### src/rtl/uart_pkg.sv
// Shared UART definitions: transmitter/receiver FSM states and 8N1 framing constants.
package uart_pkg;
  typedef enum logic [1:0] {IDLE, START, DATA, STOP} tx_state_e;

  localparam logic UART_START_BIT = 1'b0;
  localparam logic UART_STOP_BIT  = 1'b1;
  localparam int   UART_DATA_BITS = 8;
endpackage

### src/rtl/sync_fifo.sv
// Single-clock FIFO with occupancy count, full/empty flags and a one-cycle overflow pulse.
// Latency: a write is visible (count/empty) the next cycle; a write while full is dropped and never blocks.
module sync_fifo #(
  parameter int WIDTH      = 8,
  parameter int DEPTH_LOG2 = 4
) (
  input  logic                  clk,
  input  logic                  rst,
  input  logic                  wr_vld,
  input  logic [WIDTH-1:0]      wr_dat,
  input  logic                  rd_pop,
  output logic [WIDTH-1:0]      rd_dat,
  output logic [DEPTH_LOG2:0]   count,
  output logic                  full,
  output logic                  empty,
  output logic                  overflow
);
  localparam int                  DEPTH      = 1 << DEPTH_LOG2;
  localparam logic [DEPTH_LOG2:0] FULL_COUNT = {1'b1, {DEPTH_LOG2{1'b0}}};

  logic [WIDTH-1:0]      mem_q [DEPTH];
  logic [DEPTH_LOG2-1:0] wr_ptr_q, wr_ptr_d, rd_ptr_q, rd_ptr_d;
  logic [DEPTH_LOG2:0]   count_q, count_d;
  logic                  overflow_q, overflow_d;
  logic                  push, pop;

  // Flags come from the registered count, so a pop cannot make room for a same-cycle write.
  assign full     = (count_q == FULL_COUNT);
  assign empty    = (count_q == '0);
  assign push     = wr_vld && !full;
  assign pop      = rd_pop && !empty;
  assign rd_dat   = mem_q[rd_ptr_q];
  assign count    = count_q;
  assign overflow = overflow_q;

  always_comb begin
    wr_ptr_d   = wr_ptr_q;
    rd_ptr_d   = rd_ptr_q;
    count_d    = count_q;
    overflow_d = wr_vld && full;
    if (push) wr_ptr_d = wr_ptr_q + DEPTH_LOG2'(1);
    if (pop)  rd_ptr_d = rd_ptr_q + DEPTH_LOG2'(1);
    case ({push, pop})
      2'b10:   count_d = count_q + (DEPTH_LOG2+1)'(1);
      2'b01:   count_d = count_q - (DEPTH_LOG2+1)'(1);
      default: count_d = count_q;
    endcase
  end

  always_ff @(posedge clk or posedge rst) begin
    if (rst) begin
      wr_ptr_q   <= '0;
      rd_ptr_q   <= '0;
      count_q    <= '0;
      overflow_q <= 1'b0;
    end else begin
      wr_ptr_q   <= wr_ptr_d;
      rd_ptr_q   <= rd_ptr_d;
      count_q    <= count_d;
      overflow_q <= overflow_d;
    end
  end

  always_ff @(posedge clk) begin
    if (push) mem_q[wr_ptr_q] <= wr_dat;
  end
endmodule

### src/rtl/uart_tx_buffered.sv
// Buffered 8N1 UART transmitter: strobed bytes queue in a FIFO and leave LSB-first, one bit per baud tick.
// Latency: start bit on the first tick after the byte is queued; a strobe while full is dropped and flagged.
module uart_tx_buffered
  import uart_pkg::*;
#(
  parameter int DEPTH_LOG2 = 4,
  parameter int DATA_BITS  = 8
) (
  input  logic                 mclk,
  input  logic                 reset,
  input  logic                 baud_x1,
  input  logic [DATA_BITS-1:0] data,
  input  logic                 data_strobe,
  output logic                 serial,
  output logic                 full,
  output logic                 empty,
  output logic                 busy,
  output logic                 overflow,
  output logic [DEPTH_LOG2:0]  count
);
  localparam int               IDX_W    = $clog2(DATA_BITS);
  localparam logic [IDX_W-1:0] LAST_IDX = IDX_W'(DATA_BITS - 1);

  logic [DATA_BITS-1:0] head;
  logic                 pop;

  tx_state_e            state_q, state_d;
  logic [DATA_BITS-1:0] shift_q, shift_d;
  logic [IDX_W-1:0]     idx_q, idx_d;
  logic                 serial_q, serial_d;
  logic                 busy_q, busy_d;

  sync_fifo #(
    .WIDTH      (DATA_BITS),
    .DEPTH_LOG2 (DEPTH_LOG2)
  ) u_fifo (
    .clk      (mclk),
    .rst      (reset),
    .wr_vld   (data_strobe),
    .wr_dat   (data),
    .rd_pop   (pop),
    .rd_dat   (head),
    .count    (count),
    .full     (full),
    .empty    (empty),
    .overflow (overflow)
  );

  always_comb begin
    state_d  = state_q;
    shift_d  = shift_q;
    idx_d    = idx_q;
    serial_d = serial_q;
    busy_d   = busy_q;
    pop      = 1'b0;
    if (baud_x1) begin
      case (state_q)
        IDLE, STOP: begin
          // STOP falls straight into the next start bit when more bytes wait.
          if (!empty) begin
            pop      = 1'b1;
            shift_d  = head;
            serial_d = UART_START_BIT;
            busy_d   = 1'b1;
            state_d  = START;
          end else begin
            serial_d = UART_STOP_BIT;
            busy_d   = 1'b0;
            state_d  = IDLE;
          end
        end
        START: begin
          serial_d = shift_q[0];
          idx_d    = '0;
          state_d  = DATA;
        end
        DATA: begin
          if (idx_q == LAST_IDX) begin
            serial_d = UART_STOP_BIT;
            state_d  = STOP;
          end else begin
            shift_d  = shift_q >> 1;
            serial_d = shift_q[1];
            idx_d    = idx_q + IDX_W'(1);
          end
        end
        default: state_d = IDLE;
      endcase
    end
  end

  always_ff @(posedge mclk or posedge reset) begin
    if (reset) begin
      state_q  <= IDLE;
      shift_q  <= '0;
      idx_q    <= '0;
      serial_q <= UART_STOP_BIT;
      busy_q   <= 1'b0;
    end else begin
      state_q  <= state_d;
      shift_q  <= shift_d;
      idx_q    <= idx_d;
      serial_q <= serial_d;
      busy_q   <= busy_d;
    end
  end

  assign serial = serial_q;
  assign busy   = busy_q;
endmodule

### config.mk
export PLATFORM = sky130hd
export DESIGN_NAME = uart_tx_buffered
export DESIGN_NICKNAME = d
export VERILOG_FILES = /design/src/rtl/uart_pkg.sv /design/src/rtl/sync_fifo.sv /design/src/rtl/uart_tx_buffered.sv
export SDC_FILE = /design/constraint.sdc
export NUM_CORES = 1
export LEC_CHECK = 0
export ABC_AREA = 1
export BUFFER_PORTS_ARGS = -buffer_cell sky130_fd_sc_hd__buf_2
export CORE_ASPECT_RATIO = 1.5
export CORE_MARGIN = 2
export CORE_UTILIZATION = 30
export DETAILED_ROUTE_END_ITERATION = 10
export REMOVE_ABC_BUFFERS = 1
export SLEW_MARGIN = 10
export SYNTH_ARGS = -nofsm -noshare
export SYNTH_HDL_FRONTEND = slang
export SYNTH_HIERARCHICAL = 1
export SYNTH_SLANG_ARGS = --single-unit
### constraint.sdc
create_clock -name mclk -period 6.7 [get_ports mclk]
set_clock_uncertainty 0.05 [all_clocks]
set_input_delay 1.34 -clock mclk [delete_from_list [all_inputs] [get_ports mclk]]
set_output_delay 1.34 -clock mclk [all_outputs]
set_load 0.02 [all_outputs]
* After elaboration in Yosys (flattened, before gate mapping)
Memory sizes are Yosys's and may differ from the RTL's. Cells that the tools add are included.
Word-level totals: memory bits (writable) 128, latch bits 0, output and inout bits 10, ROM bits 0, flip-flop bits (word level) 29, memories 1, input port bits 12
Memories:
- u_fifo.mem_q | words 16, bits a word 8, read ports 1, clocked after Yosys merged registers in 0, write ports 1, RTL line sync_fifo.sv:21 | logic [WIDTH-1:0] mem_q [DEPTH];
Cells by class: shift-type cells 0, $lt $le $gt $ge 0, eq/ne operators 10, reductions and logical operators 15, multiply operators 0, bitwise gates (word level) 0, mux-type cells 17, div/mod/pow operators 0, add/sub/neg operators 5
Operators by type and width (count):
- 8-bit 2-to-1 mux | 2
- 8-bit one-hot mux with 2 select lines | 1
- 5-bit one-hot mux with 2 select lines | 1
- 4-bit by 1-bit adder with 4-bit output, second input constant | 2
- 1-bit 2-to-1 mux | 8
- 2-bit == test, second input constant | 3
- 2-bit != test, second input constant | 3
- 2-bit one-hot mux with 3 select lines | 1
- 3-bit one-hot mux with 2 select lines | 1
- 2-bit nonzero test | 3
- 5-bit by 1-bit adder with 5-bit output, second input constant | 1
- 5-bit == test, second input constant | 1
- 5-bit logical NOT | 1
- 5-bit by 1-bit subtractor with 5-bit output, second input constant | 1
- 2-bit by 1-bit == test with 1-bit output, second input constant | 2
- 2-bit AND reduction | 2
- 4-bit AND reduction | 1
- 3-bit by 1-bit adder with 3-bit output, second input constant | 1
- 3-bit == test, second input constant | 1
- 1-bit logical AND | 3
- 3-bit 2-to-1 mux | 1
- 1-bit one-hot mux with 3 select lines | 1
- 3-bit AND reduction | 1
- 1-bit logical NOT | 2
- 3 further kinds | 3

* Logic depth before layout (Yosys ltp)
depth after elaboration 7, gate-level depth with buffers 19, depth with buffers taken out 19

* Hierarchy
The synthesis kept the hierarchy.
By module, submodules not included:
- sync_fifo | times used 1, seq. area each 4194.0 µm², cells an instance 626, area an instance 6266.0 µm²
- uart_tx_buffered | times used 1, seq. area each 376.6 µm², cells an instance 110, area an instance 819.5 µm²

* Worst setup path before layout
OpenSTA, ideal clock, no wires.
kind in2reg, start point input port baud_x1, end point register u_fifo.count_q[4] (netlist: u_fifo/count[4]), cell stages on the path 13, setup time 117 ps, slack 3734 ps, data arrival time 2800 ps, path through nand2_1 -> inv_1 -> nand2_1 -> inv_1 -> nand2_1 -> inv_1 -> ha_1 -> ha_1 -> or2_2 -> nand3_1 -> nand2_1 -> nand2_1 -> nand2_1
On the way: longest elaborated chain between the ends 4, elaborated cells on any way between the ends 6
RTL lines:
- start: declaration | RTL line uart_tx_buffered.sv:11 | input logic baud_x1,
- 1-bit 2-to-1 mux * | RTL line uart_tx_buffered.sv:56 | if (baud_x1) begin
- named net pop | RTL line uart_tx_buffered.sv:25 | logic pop;
- 1-bit logical AND * | RTL line sync_fifo.sv:31 | assign pop = rd_pop && !empty;
- named net u_fifo.pop | RTL line sync_fifo.sv:25 | logic push, pop;
- 2-bit by 1-bit == test with 1-bit output / 2-bit == test (equally long branches) | RTL line sync_fifo.sv:43 | case ({push, pop})
- 5-bit one-hot mux with 2 select lines / 2-bit nonzero test (equally long branches)
- end signal: assignment | RTL line sync_fifo.sv:59 | count_q <= count_d;
- end: declaration | RTL line sync_fifo.sv:23 | logic [DEPTH_LOG2:0] count_q, count_d;
Mark *: on every way through the listed nets, which the timed path passes. The rest lies on a longest branch. A chain may end at the register's enable or synchronous reset.

* Worst setup path in the final report
Ends and elaborated chain as after synthesis.

==> impl_metrics.sql <==
INSERT INTO impl_metrics (metric_group, metric, value, unit) VALUES
('worst_setup_path', 'timing_worst_setup_path_type', 'input port to register', ''),
('detailed_routing', 'drc_errors', '0', ''),
('logic_synthesis', 'yosys.cell_count.top_type', 'sky130_fd_sc_hd__nand2_1', ''),
('final_layout', 'drive_above_1_share', '0.0884', ''),
('global_routing', 'grt_remaining_overflow', '0', ''),
('clocking', 'clk_latency', '0.42', 'ns'),
('global_routing', 'groute.usage.overall', '0.123', ''),
('pwr', 'static-leakage-power', '3.56', 'nW'),
('worst_setup_path', 'worstPathMaxFanout', '6', ''),
('worst_setup_path', 'critical_path.most_common_cell', 'sky130_fd_sc_hd__nand2_1', ''),
('global_routing', 'pin_count_of_the_biggest_net_entering_global_routing', '51', ''),
('global_routing', 'gr-usage-met1', '0.125', ''),
('pwr', 'vdd_ir_drop_max', '0.167', 'mV'),
('floorplan', 'design.portCount', '22', ''),
('final_layout', 'final-seq-area', '0.00457', 'sq mm'),
('sta', 'report.final.hold_viol_count', '0', ''),
('final_layout', 'fillerInstances', '2345', ''),
('logic_synthesis', 'synth_seq_cells', '157', ''),
('clocking', 'clock_root_cell', 'sky130_fd_sc_hd__clkbuf_16', ''),
('sta', 'finalMaxSlewViolations', '0', ''),
('detailed_routing', 'routedWlPerCell', '13.3', 'microns'),
('worst_setup_path', 'worst_path_largest_cell_delay', '0.37', 'ns'),
('detailed_routing', 'routed_wirelength', '14.5', 'mm'),
('global_routing', 'grt-busiest-layer', 'met2', ''),
('clocking', 'cts_inserted_buffers', '17', ''),
('placed_design', 'placement.io_buffers', '21', ''),
('global_routing', 'grt_pass1_wl', '23.0', 'mm'),
('floorplan', 'start_util', '0.306', ''),
('logic_synthesis', 'asr_flop_ratio_synth', '0.185', ''),
('final_layout', 'final_net_count', '782', ''),
('logic_synthesis', 'yosys.area.top_type_share', '0.542', ''),
('status', 'run_status', 'complete, no violations', ''),
('worst_setup_path', 'worst-path-buf-inv', '6', ''),
('logic_synthesis', 'synthFlopType', 'sky130_fd_sc_hd__edfxtp_1', ''),
('detailed_routing', 'detailedRoute.firstIterationViolations', '233', ''),
('worst_setup_path', 'critical_path.cell_chain', 'buf_2 -> nand2_1 -> inv_1 -> nand2_1 -> inv_1 -> nand2_1 -> inv_1 -> ha_1 -> inv_1 -> fa_1 -> inv_1 -> nand2_1 -> nand2_1 -> nand2_1 -> nand2_1 -> nand2_1 -> nand2_1 -> nand2_1', ''),
('floorplan', 'coreArea', '0.0231', 'sq mm'),
('final_layout', 'final_core_utilization', '0.350', ''),
('floorplan', 'dieWidth', '129', 'microns'),
('placed_design', 'dp.final_hpwl', '10.2', 'mm'),
('logic_synthesis', 'synth-warning-count', '6', ''),
('worst_setup_path', 'cp_top_family', 'simple AND/OR/NAND/NOR gates', ''),
('final_layout', 'area_growth', '14.5', '%'),
('logic_synthesis', 'synth_cells', '736', ''),
('worst_setup_path', 'endpoint_kind_of_the_worst_setup_timing_path', 'register', ''),
('sta', 'worst_slack', '3.74', 'ns'),
('placed_design', 'pre_cts_ws', '3.33', 'ns'),
('worst_setup_path', 'worst-endpoint-required', '6.96', 'ns'),
('detailed_routing', 'via_count', '4602', ''),
('placed_design', 'gpl.final_weighted_congestion', '0.775', ''),
('clocking', 'clk_transition_reported_paths', '0.06', 'ns'),
('logic_synthesis', 'synth_cell_types', '25', ''),
('job', 'max_cap_violations', '0', ''),
('worst_setup_path', 'critPathArrivalTime', '3.22', 'ns'),
('clocking', 'cts_setup_buffers', '0', ''),
('final_layout', 'diodes', '0', ''),
('worst_setup_path', 'crit_slowest_cell', 'sky130_fd_sc_hd__fa_1', ''),
('global_routing', 'gr-usage-met3', '0.0245', ''),
('sta', 'setup_viol', '0', ''),
('clocking', 'ctsLongestPathBuffers', '2', ''),
('detailed_routing', 'drt_pre_antenna_iters', '4', ''),
('floorplan', 'die_y', '192', 'microns'),
('floorplan', 'floorplan.die_area', '0.0249', 'sq mm'),
('clocking', 'clock-sinks', '157', ''),
('logic_synthesis', 'netlist_area', '0.00709', 'sq mm'),
('sta', 'timing.final.crit_share', '0.442', ''),
('sta', 'tns', '0', 'ns'),
('min_path', 'holdCritPathClass', 'register to register', ''),
('floorplan', 'num_rows', '68', ''),
('detailed_routing', 'number_of_nets_with_antenna_violations_after_detailed_routing', '0', ''),
('clocking', 'tritoncts', 'yes', '');
## layer usage
layer	part of all wire	wire, microns
met2	0.53	7730
met1	0.39	5630
met4	0.045	649
met3	0.030	440
met5	0	0
## path summary, 6_finish.rpt
path                            startpoint                  to  cells past startpoint
min                             shift_q[7]          shift_q[7]                      2
max in group asynchronous            reset  u_fifo/rd_ptr_q[0]                      2
min reg2reg                     shift_q[7]          shift_q[7]                      2
min in group asynchronous            reset            idx_q[0]                      2
max                                baud_x1     u_fifo/count[4]                     18
max reg2reg                u_fifo/count[0]     u_fifo/count[4]                     16
## flip-flops by register name (all words and copies together), names as in the netlist
register	flops
busy	1
idx_q	3
serial	1
shift_q	8
state_q	2
u_fifo/count	5
u_fifo/mem_q	128
u_fifo/overflow	1
u_fifo/rd_ptr_q	4
u_fifo/wr_ptr_q	4
## power by group
group          internal, mW  switching, mW
Combinational         0.372          0.828
Sequential             1.22          0.130
Clock                 0.643          0.358
## tightest hold or removal path: cells and delay by family, from the launching register on
family | cells | cell delay [ns]
AND/OR/NAND/NOR | 2 | 0.10
flip-flops | 1 | 0.34
## cells in the final DEF, fill, tap and decap left out, types with 4 or more instances in the layout
cell type / synthesis / routed
sky130_fd_sc_hd__o21ai_0: 8 / 8
sky130_fd_sc_hd__ha_1: 13 / 13
sky130_fd_sc_hd__clkbuf_16: 0 / 17
sky130_fd_sc_hd__nand3_1: 64 / 64
sky130_fd_sc_hd__xor2_1: 4 / 4
sky130_fd_sc_hd__nor2_1: 74 / 74
sky130_fd_sc_hd__nand2_1: 295 / 295
sky130_fd_sc_hd__bufinv_16: 0 / 4
sky130_fd_sc_hd__inv_1: 78 / 78
sky130_fd_sc_hd__buf_2: 14 / 21
sky130_fd_sc_hd__edfxtp_1: 128 / 128
sky130_fd_sc_hd__dfrtp_1: 28 / 27
sky130_fd_sc_hd__inv_2: 5 / 5
## kinds of logic after synthesis
family / Yosys count / share of synthesized area
xor+xnor: 7 / 0.00865
simple gates: 444 / 0.252
fa+ha+maj: 14 / 0.0258
compound gates: 9 / 0.00795
flops: 157 / 0.645
buf+inv: 105 / 0.0607
## metrics by stage
step | power (mW) | std cells | hold slack (ns) | cell area [sq um]
detailed placement | 2.58 | 1052 | 0.413 | 7480
finish | 3.55 | 1084 | 0.425 | 8110
CTS | 3.58 | 1084 | 0.428 | 8110
global route | 3.80 | 1084 | 0.455 | 8110
floorplan | 2.20 | 714 | 0.392 | 6970
global placement | 2.56 | 1052 | 0.404 | 7480
## layout make-up
| cell class | instances | area share |
|---|---|---|
| well taps | 315 | 0.0486 |
| clock inverters | 10 | 0.0202 |
| flip-flops and latches | 157 | 0.564 |
| inverters | 83 | 0.0384 |
| repair buffers | 23 | 0.0148 |
| multi-input cells | 474 | 0.257 |
| clock buffers | 22 | 0.0572 |
Note: power is estimated with default switching activity, not from simulation.
